## src/rtl/shift_add_multiplier.sv

```systemverilog
// shift_add_multiplier: sequential shift-and-add multiplier.
// Each clock in RUN adds one partial product, so a product takes WIDTH clocks.
// The start/busy/done handshake allows back-to-back operations.
// Optional feature macro: SHIFT_ADD_MUL_SIGNED_EN selects two's complement
// operands. The top partial product is then subtracted instead of added.
module shift_add_multiplier #(
  parameter int WIDTH = 8
) (
  input  logic               clk,
  input  logic               rst_n,
  input  logic               start,
  input  logic [WIDTH-1:0]   a,
  input  logic [WIDTH-1:0]   b,
  output logic               busy,
  output logic               done,
  output logic [2*WIDTH-1:0] product
);

  localparam int PW = 2 * WIDTH;
  localparam int CW = $clog2(WIDTH + 1);

  typedef enum logic [1:0] {IDLE, RUN, DONE} state_t;

  state_t          state_q, state_d;
  logic [PW-1:0]   mcand_q, mcand_d;
  logic [WIDTH-1:0] mplier_q, mplier_d;
  logic [PW-1:0]   acc_q, acc_d;
  logic [CW-1:0]   cnt_q, cnt_d;
  logic [PW-1:0]   product_q, product_d;

  logic            last_iter;
  logic [PW-1:0]   acc_sum;

  // Widen an operand to the product width at capture time.
  function automatic logic [PW-1:0] extend_operand(input logic [WIDTH-1:0] v);
`ifdef SHIFT_ADD_MUL_SIGNED_EN
    return {{WIDTH{v[WIDTH-1]}}, v};
`else
    return {{WIDTH{1'b0}}, v};
`endif
  endfunction

  // Partial-product accumulation for the current iteration.
  always_comb begin
    last_iter = (cnt_q == CW'(WIDTH - 1));
    acc_sum   = acc_q;
    if (mplier_q[0]) begin
`ifdef SHIFT_ADD_MUL_SIGNED_EN
      // The multiplier MSB carries negative weight in two's complement.
      if (last_iter) acc_sum = acc_q + ~mcand_q + PW'(1);
      else           acc_sum = acc_q + mcand_q;
`else
      acc_sum = acc_q + mcand_q;
`endif
    end
  end

  // Next-state and datapath control; every register holds by default.
  always_comb begin
    state_d   = state_q;
    mcand_d   = mcand_q;
    mplier_d  = mplier_q;
    acc_d     = acc_q;
    cnt_d     = cnt_q;
    product_d = product_q;
    case (state_q)
      IDLE, DONE: begin
        if (start) begin
          mcand_d  = extend_operand(a);
          mplier_d = b;
          acc_d    = '0;
          cnt_d    = '0;
          state_d  = RUN;
        end else begin
          state_d  = IDLE;
        end
      end
      RUN: begin
        acc_d    = acc_sum;
        mcand_d  = mcand_q << 1;
        mplier_d = mplier_q >> 1;
        cnt_d    = cnt_q + CW'(1);
        if (last_iter) begin
          product_d = acc_sum;
          state_d   = DONE;
        end
      end
      default: state_d = IDLE;
    endcase
  end

  // State and datapath registers; reset aborts any operation in flight.
  always_ff @(posedge clk or negedge rst_n) begin
    if (!rst_n) begin
      state_q   <= IDLE;
      mcand_q   <= '0;
      mplier_q  <= '0;
      acc_q     <= '0;
      cnt_q     <= '0;
      product_q <= '0;
    end else begin
      state_q   <= state_d;
      mcand_q   <= mcand_d;
      mplier_q  <= mplier_d;
      acc_q     <= acc_d;
      cnt_q     <= cnt_d;
      product_q <= product_d;
    end
  end

  assign busy    = (state_q == RUN);
  assign done    = (state_q == DONE);
  assign product = product_q;

endmodule

```

## config.mk

```make
export PLATFORM = sky130hd
export DESIGN_NAME = shift_add_multiplier
export DESIGN_NICKNAME = d
export VERILOG_FILES = /design/src/rtl/shift_add_multiplier.sv
export SDC_FILE = /design/constraint.sdc
export NUM_CORES = 1
export LEC_CHECK = 0
export CORE_ASPECT_RATIO = 0.6
export CORE_MARGIN = 4
export CORE_UTILIZATION = 56
export DETAILED_ROUTE_END_ITERATION = 7
export GPL_TIMING_DRIVEN = 0
export PLACE_DENSITY_LB_ADDON = 0.3
export REMOVE_ABC_BUFFERS = 1
export SLEW_MARGIN = 10
export SYNTH_ARGS = -nofsm -noshare
export SYNTH_HDL_FRONTEND = slang
export SYNTH_SLANG_ARGS = --single-unit
```

## constraint.sdc

```tcl
create_clock -name clk -period 2.6 [get_ports clk]
set_clock_uncertainty 0.05 [all_clocks]
set_input_delay 0.52 -clock clk [delete_from_list [all_inputs] [get_ports clk]]
set_output_delay 0.52 -clock clk [all_outputs]
set_load 0.01 [all_outputs]
```

Word-level counts from Yosys, hierarchy flattened. Index checks and enable logic that the tools add are counted.

Register bits: 62. Output and inout bits: 18. Bits of input ports: 19. Word-level logic and storage cells: 30.

Equality and inequality tests: 5. Reductions and logical operators: 5. Multiplexer cells: 12. Add/subtract/negate cells: 2.

Operators by type and width (count): 16-bit case mux with 2 select lines (2); 16-bit 2-to-1 mux (3); 16-bit adder (1); 8-bit case mux with 2 select lines (1); 8-bit 2-to-1 mux (1); 4-bit case mux with 2 select lines (1); 4-bit by 1-bit adder with 4-bit output, second input constant (1); 4-bit by 3-bit equality test with 1-bit output, second input constant (1); 4-bit 2-to-1 mux (1); 2-bit case mux with 2 select lines (1); 2-bit AND reduction (2); 2-bit by 1-bit equality test with 1-bit output, second input constant (1); 2-bit equality test, second input constant (1); 2-bit zero test (1); 2-bit 2-to-1 mux (1); 2-bit by 1-bit inequality test with 1-bit output, second input constant (1); 2-bit inequality test, second input constant (1); 2-bit nonzero test (1); 2-bit OR reduction (1); 1-bit 2-to-1 mux (1).

Longest topological paths before layout. Gate-level depths: netlist (run 1).

Depth in word-level cells: 4. Gate-level depth with buffers: 8. Depth with buffers taken out: 8.

Least setup slack after synthesis (run 1). No wires, ideal clock.

Path type: register to register. Start point: register mcand_q[0]. End point: register acc_q[12]. Cell stages (with the launch flop): 9. Path slack: 0.316 ns. Arrival time: 2.106 ns. Buffers on the path: 0. Setup time: 0.128 ns. Cell sequence: dfrtp_1 -> ha_1 -> fa_1 -> a21o_1 -> a221oi_2 -> o311a_4 -> nor4b_1 -> nor3_1 -> o21ai_0.

Word-level cells in the longest chain between the ends: 3.

Ends and longest elaborated chain: start, declared (line 25) `logic [PW-1:0] mcand_q, mcand_d;`; start signal, assigned (line 103) `mcand_q <= mcand_d;`; 16-bit adder (line 53) `acc_sum = acc_q + mcand_q;`; 16-bit 2-to-1 mux (line 47) `if (mplier_q[0]) begin`; 16-bit case mux with 2 select lines (line 66) `case (state_q)`; end signal, assigned (line 98) `acc_q <= '0;`; end signal, assigned (line 105) `acc_q <= acc_d;`; end, declared (line 27) `logic [PW-1:0] acc_q, acc_d;`.

No other way between the ends. A chain may end at the register's enable or synchronous reset.

Worst setup path in the final report (run 1). Ends and elaborated chain as after synthesis.

==> impl_metrics.env, run 1 <==
export IMPL_grt_total_usage_pct=24.2
export IMPL_ant_nets=0
export IMPL_cp_end_kind="flip-flop"
export IMPL_critPathMaxStageDelay_ns=0.44
export IMPL_drc=0
export IMPL_synth_edff_count=0
export IMPL_ios=37
export IMPL_num_fill_cells=435
export IMPL_final_min_clock_period_ns=2.47
export IMPL_required_ns=2.74
export IMPL_grt_util_met1_pct=34.5
export IMPL_hpwl_um=5190
export IMPL_hold_violations=0
export IMPL_area_growth_pct=20.2
export IMPL_dr_total_vias=2808
export IMPL_crit_chain="ha_1 -> fa_1 -> a21o_1 -> a221oi_4 -> o311a_4 -> nor4b_1 -> nor3_1 -> o21ai_0"
export IMPL_numCtsBuffers=9
export IMPL_rr_endpoint="acc_q[12]"
export IMPL_rr_worst_depth=8
export IMPL_fp_dieW_um=108
export IMPL_core_um2=5700
export IMPL_final_nets=416
export IMPL_p_sw_mw=2.24
export IMPL_cp_arrival_ns=2.61
export IMPL_clockBufferDepth=2
export IMPL_grt_max_degree=63
export IMPL_cts_tree="done"
export IMPL_first_pass_iters=4
export IMPL_grt_use_met2_pct=36.4
export IMPL_crit_family="compound AO/OA/AOI/OAI gates"
export IMPL_clk_latency_ns=0.34
export IMPL_root_buffer="clkbuf_8"
export IMPL_yosys_warnings=0
export IMPL_seqPwrFrac_pct=32.1
export IMPL_max_freq_mhz=405
export IMPL_wl_per_cell_um=17.1
export IMPL_slew_violations=0
export IMPL_viasPerCell=6.04
export IMPL_yosysMostFrequentCell="dfrtp_1"
export IMPL_n_antenna_cell=0
export IMPL_antenna_found_initial=0
export IMPL_hold_class="primary input to async pin"
export IMPL_final_cell_area_um2=4060
export IMPL_routabilityCongestion=0.849
export IMPL_grt_pass1_vias=2638
export IMPL_cp_max_fo=4
export IMPL_status="complete, no violations"
export IMPL_synth_top_area_cell="dfrtp_1"
export IMPL_r2r_slack_ns=0.13
export IMPL_pwr_share_comb_pct=51.0
export IMPL_r2r_start="mcand_q[0]"
export IMPL_postSynthCellCount=346
export IMPL_drt_total_wl_um=7970
export IMPL_clk_pin_slew_ns=0.07
export IMPL_start_util_pct=59.3
export IMPL_tightest_slew_ns=0.933
export IMPL_power_density_nw_per_um2=1340
export IMPL_dieArea_um2=7390
export IMPL_tns_ns=0
export IMPL_yosys_area_top_type_share_pct=45.9
export IMPL_post_dp_cell_area_um2=3760
export IMPL_clkPwrFrac_pct=16.9
export IMPL_period_share_pct=94.9
export IMPL_startpoint_type="flip-flop"
export IMPL_path_buf_inv=0
export IMPL_whs_ns=0.202
export IMPL_seq_area_frac_synth_pct=45.9
export IMPL_die_height_um=68.2
export IMPL_slew_headroom_pct=37.8
export IMPL_layout_setup_ws_ns=0.133
export IMPL_leakage_nw=1.88
export IMPL_port_buffers=36
export IMPL_synth_area_top_cells="dfrtp_1 46%, nand2_1 6.2%, ha_1 5.9%, o21ai_0 4.0%, a21oi_1 3.0%"
export IMPL_cts_sinks=62
export IMPL_syn_area_per_cell_um2=9.77
export IMPL_drive_gt1_share_pct=10.1
export IMPL_p_sw_share_pct=41.2
export IMPL_drt_initial_drc_count=270
export IMPL_synth_top_cells_by_count="62 x dfrtp_1, 56 x nand2_1, 27 x o21ai_0"
export IMPL_vdd_drop_max_mv=0.625
export IMPL_intPower_mw=3.20
export IMPL_drv_cap=0
export IMPL_synth_flop_cell="dfrtp_1"
export IMPL_rows=21
export IMPL_busiest_layer="met2"
export IMPL_ys_ff_latch=62
export IMPL_synth_area_um2=3380
export IMPL_criticalPathCategory="flip-flop to flip-flop"
export IMPL_slowest_stage="fa_1"
export IMPL_grt_pass1_wl_um=13500
export IMPL_dp_slack_ns=-0.538
export IMPL_synth_async_reset_ratio_pct=100
export IMPL_grt_use_met3_pct=6.79
export IMPL_setup_violations=0
export IMPL_cts_max_level=3
export IMPL_overflow=0
export IMPL_netlist_cell_type_count=52
## cell usage in the layout, fill, tap and decap left out, types with 2 or more instances in the layout
cell / n
buf_4: 6
clkbuf_8: 10
clkbuf_1: 2
nand3_1: 15
o21ai_1: 2
xor2_1: 3
o31ai_1: 2
a22o_1: 11
and3_1: 11
nand2b_1: 2
nor3_1: 6
mux2i_1: 9
a211oi_1: 2
dfrtp_1: 62
a31o_2: 3
o211ai_1: 4
xnor2_1: 9
inv_1: 5
bufinv_16: 3
a21oi_1: 20
clkdlybuf4s50_1: 35
a22oi_1: 13
nor2_1: 14
clkinv_2: 2
o21ai_0: 27
nand2_1: 55
ha_1: 16
a21o_1: 6
## power groups by stage
stage	sequential [mW]	combinational [mW]	clock, mW
finish	1.75	2.78	0.918
floorplan	1.72	1.75	0
detailed placement	1.75	2.60	0
global route	1.81	3.06	0.980
CTS	1.74	2.70	0.937
global placement	1.73	2.47	0
## sequential cells by signal, indices dropped and copies added, names as in the netlist
name and flops:
acc_q 16, mcand_q 16, product 16, mplier_q 8, cnt_q 4, state_q 2
## layout make-up
cell class / count / area [um2] / area share, %
Clock buffer: 12 / 145 / 3.57
Timing Repair Buffer: 42 / 423 / 10.4
Clock inverter: 4 / 70.1 / 1.72
Sequential cell: 62 / 1550 / 38.2
Inverter: 7 / 56.3 / 1.39
Tap cell: 80 / 100 / 2.46
Multi-Input combinational cell: 258 / 1720 / 42.3
## how the worst max path moves through the flow
stage | cells past startpoint | endpoint | slack (ns) | startpoint
2_1_floorplan | 8 | acc_q[12] | 0.30 | mcand_q[0]
3_3_place_gp | 1 | product[7] | -1.07 | rst_n
3_5_place_dp | 6 | product[9] | -0.54 | state_q[1]
4_1_cts | 3 | busy | 0.02 | state_q[1]
5_1_grt | 8 | product[10] | -0.001 | mcand_q[0]
6_report | 8 | acc_q[12] | 0.13 | mcand_q[0]
## routing by layer
layer / up-vias / routed length, um
met3: 17 / 524
li1: 1317 / -
met1: 1376 / 3850
met2: 98 / 3440
met4: 0 / 160
met5: - / 0
## metrics by stage
| stage | power, mW | utilization (%) | instances |
|---|---|---|---|
| final | 5.45 | 71.3 | 465 |
| after floorplan | 3.46 | - | 327 |
| after CTS | 5.38 | 70.3 | 460 |
| after global placement | 4.20 | 65.5 | 443 |
| after global routing | 5.85 | 71.3 | 465 |
| after detailed placement | 4.35 | 66.0 | 444 |
## cells by family (layout without fill, tap and decap cells)
group / after synthesis / count (layout) / share of synthesized area, %
buffers and inverters: 26 / 65 / 3.96
and+or+nand+nor: 115 / 115 / 15.6
muxes: 9 / 9 / 2.66
AOI/OAI and AO/OA: 105 / 105 / 22.3
adders and majority gates: 17 / 17 / 6.51
xor gates and xnor gates: 12 / 12 / 3.11
DFF: 62 / 62 / 45.9
## timing repair
action                     CTS  global route
pin swaps                    0             2
setup endpoints to repair   26            11
setup buffers                0             5
gates resized for setup      6             3
hold buffers                 0             0
Power figures use the tool's default switching activity.
==> run 2: changes to the inputs <==
- CORE_MARGIN: 4 -> unset
==> run 2 against run 1 <==
Compared with the run above:
- sequential share of layout area rose by 0.46 points
- non-clock buffer count decreased by 1
- clock-buffer cell count grew 1
- critical path type unchanged
- hold slack better by 0.0081 ns
==> impl_metrics.env, run 2 (synthesis gave the netlist of run 1 again) <==
export IMPL_status="complete, no violations"
export IMPL_grt_pass1_wl_um=13000
export IMPL_cp_max_fo=4
export IMPL_post_dp_cell_area_um2=3760
export IMPL_drc=0
export IMPL_dieArea_um2=6360
export IMPL_ant_nets=0
export IMPL_root_buffer="clkbuf_8"
export IMPL_grt_use_met3_pct=6.08
export IMPL_power_density_nw_per_um2=1310
export IMPL_n_antenna_cell=0
export IMPL_viasPerCell=6.03
export IMPL_rsz0062_at_grt="yes"
export IMPL_final_common_cell="dfrtp_1"
export IMPL_cp_end_kind="flip-flop"
export IMPL_final_cell_area_um2=4020
export IMPL_grt_pass1_vias=2660
export IMPL_core_um2=5700
export IMPL_drt_total_wl_um=7900
export IMPL_fp_dieW_um=102
export IMPL_antenna_found_initial=0
export IMPL_dp_slack_ns=-0.594
export IMPL_cts_tree="done"
export IMPL_mostFrequentLayoutCells="62 x dfrtp_1, 55 x nand2_1, 35 x clkdlybuf4s50_1"
export IMPL_drive_gt1_share_pct=9.69
export IMPL_clk_latency_ns=0.33
export IMPL_busiest_layer="met1"
export IMPL_hold_class="primary input to async pin"
export IMPL_wl_per_cell_um=17.1
export IMPL_cts_sinks=62
export IMPL_setup_violations=0
export IMPL_drt_initial_drc_count=135
export IMPL_layout_setup_ws_ns=0.104
export IMPL_cp_arrival_ns=2.63
export IMPL_area_growth_pct=18.7
export IMPL_hpwl_um=5120
export IMPL_grt_util_met1_pct=40.4
export IMPL_slew_violations=0
export IMPL_leakage_nw=1.85
export IMPL_routabilityCongestion=0.871
export IMPL_dr_total_vias=2787
export IMPL_first_pass_iters=5
export IMPL_tns_ns=0
export IMPL_rows=21
export IMPL_die_height_um=62.2
export IMPL_grt_total_usage_pct=27.1
export IMPL_final_nets=415
export IMPL_port_buffers=36
export IMPL_numCtsBuffers=9
export IMPL_final_min_clock_period_ns=2.50
export IMPL_startpoint_type="flip-flop"
export IMPL_grt_use_met2_pct=38.9
export IMPL_ios=37
export IMPL_cts_max_level=3
export IMPL_clk_pin_slew_ns=0.06
export IMPL_drv_cap=0
export IMPL_slew_headroom_pct=40.1
export IMPL_start_util_pct=59.3
export IMPL_required_ns=2.74
export IMPL_tightest_slew_ns=0.899
export IMPL_vdd_drop_max_mv=0.598
export IMPL_criticalPathCategory="flip-flop to flip-flop"
export IMPL_clockBufferDepth=2
export IMPL_grt_max_degree=63
export IMPL_hold_violations=0
export IMPL_max_freq_mhz=401
export IMPL_period_share_pct=96.0
export IMPL_overflow=0
==> run 2: changes by cell type in the layout (fill, tap and decap cells not counted), sizes merged <==
cell	delta
clkbuf	+1
clkinv	-1
bufinv	-2
buf	-1
==> run 2: area by class of cell <==
class                      count  area (um2)
inverter                       7        56.3
fill                         468        1690
sequential                    62        1550
timing repair buffer          41         415
clock inverter                 1        5.00
clock buffer                  13         169
multi-input combinational    258        1720
tap                           80         100
==> run 2: worst paths after layout <==
| kind | startpoint | to | slack (ns) | cells after the start |
|---|---|---|---|---|
| setup / recovery | mcand_q[0] | acc_q[12] | 0.10 | 8 |
| setup reg to reg | mcand_q[0] | acc_q[12] | 0.10 | 8 |
| hold reg to reg | mplier_q[1] | mplier_q[1] | 0.43 | 2 |
| hold / removal | rst_n | cnt_q[2] | 0.21 | 1 |
| max in group asynchronous | rst_n | acc_q[9] | 1.78 | 1 |
| min in group clk | mplier_q[1] | mplier_q[1] | 0.43 | 2 |
==> run 2: routing by layer <==
layer	share of wire (%)	vias up
met1	50	1358
met5	0	-
met3	4.9	14
met2	43	89
met4	1.5	0
li1	-	1326
==> run 2: metrics by stage <==
stage                     power (mW)  util [%]  instances  hold WS (ns)
after CTS                       5.19      69.6        458         0.235
after global routing            5.65      70.4        462         0.273
after floorplan                 3.46         -        327         0.174
final                           5.26      70.4        462         0.210
after global placement          4.20      65.5        443         0.411
after detailed placement        4.35      66.0        444         0.413
==> run 2: timing repair <==
action	CTS	global route
pin swaps	0	2
buffers inserted	0	4
hold buffers	0	0
endpoints found under the setup margin	25	10
resized for setup	6	4
==> run 2: critical path, stage by stage (launching register included) <==
cell and delay (ns):
dfrtp_1 0.40, ha_1 0.26, fa_1 0.43, a21o_1 0.22
a221oi_4 0.33, o311a_4 0.26, nor4b_1 0.07, nor3_1 0.23
o21ai_0 0.11
==> run 2: where the power goes <==
group          internal (mW)  switching, mW  leakage (nW)
Clock                  0.412          0.345        0.0914
Combinational           1.25           1.50         0.974
Sequential              1.38          0.368         0.787
Total                   3.05           2.21          1.85
==> run 3: changes to the inputs <==
- PLACE_DENSITY: unset -> 0.88
- PLACE_DENSITY_LB_ADDON: 0.3 -> unset
==> run 3 against run 2 <==
Compared with the run above:
- hold slack worse by 0.032 ns
- maximum frequency is 1.5% higher
- register-to-register slack gained 0.04 ns
- via count grew 0.97%
- first-iteration DRC count rose by 87%
- die area stayed put
- highest routed layer unchanged
- sequential share of layout area fell by 0.45 points
- flip-flop and latch count unchanged
==> impl_metrics.env, run 3 (synthesis gave the netlist of run 1 again) <==
export IMPL_rr_endpoint="acc_q[12]"
export IMPL_drt_total_wl_um=8030
export IMPL_start_util_pct=59.3
export IMPL_setup_violations=0
export IMPL_area_growth_pct=20.1
export IMPL_slowest_stage="clkdlybuf4s50_1"
export IMPL_root_buffer="clkbuf_8"
export IMPL_ios=37
export IMPL_leakage_nw=1.87
export IMPL_core_um2=5700
export IMPL_clk_pin_slew_ns=0.07
export IMPL_cts_sinks=62
export IMPL_dp_slack_ns=-0.529
export IMPL_die_height_um=62.2
export IMPL_grt_pass1_vias=2682
export IMPL_whs_ns=0.177
export IMPL_tightest_slew_ns=0.867
export IMPL_routabilityCongestion=0.839
export IMPL_cp_max_fo=19
export IMPL_rsz0062_at_grt="no"
export IMPL_hold_violations=0
export IMPL_power_density_nw_per_um2=1350
export IMPL_mostFrequentLayoutCells="62 x dfrtp_1, 55 x nand2_1, 35 x clkdlybuf4s50_1"
export IMPL_status="complete, no violations"
export IMPL_crit_path_start="state_q[1]"
export IMPL_r2r_start="mcand_q[0]"
export IMPL_required_ns=2.03
export IMPL_cts_hold_buf=0
export IMPL_drc=0
export IMPL_drv_cap=0
export IMPL_startpoint_type="flip-flop"
export IMPL_cp_arrival_ns=1.89
export IMPL_hold_class="primary input to async pin"
export IMPL_grt_total_usage_pct=27.1
export IMPL_final_min_clock_period_ns=2.46
export IMPL_clk_latency_ns=0.35
export IMPL_cts_tree="done"
export IMPL_grt_max_degree=63
export IMPL_clockBufferDepth=2
export IMPL_num_fill_cells=429
export IMPL_slew_violations=0
export IMPL_slew_headroom_pct=42.2
export IMPL_hpwl_um=5170
export IMPL_overflow=0
export IMPL_n_antenna_cell=0
export IMPL_layout_setup_ws_ns=0.141
export IMPL_crit_chain="nand2b_2 -> bufinv_16 -> clkdlybuf4s50_1"
export IMPL_final_common_cell="dfrtp_1"
export IMPL_viasPerCell=6.04
export IMPL_drt_initial_drc_count=252
export IMPL_antenna_found_initial=0
export IMPL_criticalPathCategory="flip-flop to output port"
export IMPL_drive_gt1_share_pct=10.6
export IMPL_wl_per_cell_um=17.2
export IMPL_dr_total_vias=2814
export IMPL_r2r_slack_ns=0.14
export IMPL_fp_dieW_um=102
export IMPL_cts_max_level=3
export IMPL_max_freq_mhz=407
export IMPL_rr_worst_depth=9
export IMPL_grt_pass1_wl_um=13000
export IMPL_numCtsBuffers=9
export IMPL_vdd_drop_max_mv=0.642
export IMPL_period_share_pct=94.6
export IMPL_ant_nets=0
export IMPL_critPathMaxStageDelay_ns=0.55
export IMPL_rows=21
export IMPL_crit_path_end="busy"
export IMPL_final_nets=417
export IMPL_dieArea_um2=6360
export IMPL_port_buffers=36
export IMPL_cp_end_kind="output port"
export IMPL_first_pass_iters=4
run 3: critical path, delay by kind of cell (launching register included):
family,cells,cell delay (ns)
flip-flops,1,0.37
AND/OR/NAND/NOR,1,0.31
buffers and inverters,2,0.86
run 3: cell type report:
type | instances | area (um2) | area share (%)
Timing Repair Buffer | 42 | 410 | 10.1
Timing Repair inverter | 1 | 8.76 | 0.216
Clock buffer | 12 | 145 | 3.57
Multi-Input combinational cell | 258 | 1720 | 42.3
Sequential cell | 62 | 1550 | 38.2
Tap cell | 80 | 100 | 2.46
Inverter | 7 | 56.3 | 1.39
Clock inverter | 4 | 70.1 | 1.72
run 3: worst min-delay path by stage:
stage	startpoint	to	slack [ns]	cells past startpoint
detailed placement	mplier_q[1]	mplier_q[1]	0.41	2
floorplan	rst_n	acc_q[0]	0.17	0
CTS	rst_n	cnt_q[3]	0.21	1
global route	rst_n	state_q[1]	0.25	1
finish	rst_n	cnt_q[2]	0.18	1
global placement	mplier_q[1]	mplier_q[1]	0.41	2
run 3: routing by layer:
layer / vias to the layer above / global-route usage, % / wire (um)
li1: 1334 / - / -
met1: 1384 / 40.3 / 3880
met2: 86 / 38.4 / 3560
met3: 10 / 8.67 / 477
met4: 0 / 6.25 / 114
met5: - / 0 / 0
run 3: power breakdown:
group / total (mW) / switching, mW / internal (mW)
Clock: 0.942 / 0.378 / 0.563
Sequential: 1.75 / 0.365 / 1.38
Combinational: 2.78 / 1.53 / 1.24
Total: 5.47 / 2.28 / 3.19
run 3: timing repair:
item                                    CTS  global route
endpoints found under the setup margin   23             8
cloned                                    0             1
hold endpoints to repair                  0             0
pin swaps                                 0             3
setup buffers                             0             5
resized for setup                         5             6
run 3: stage by stage:
step	instance area (um2)	power (mW)	setup TNS [ns]	util [%]	cells
after floorplan	3270	3.46	0	-	327
after global placement	3730	4.18	-88.47	65.5	443
after detailed placement	3750	4.33	-13.38	65.8	444
after CTS	3990	5.32	0	69.9	460
after global routing	4060	5.86	0	71.3	466
final	4060	5.47	0	71.3	466
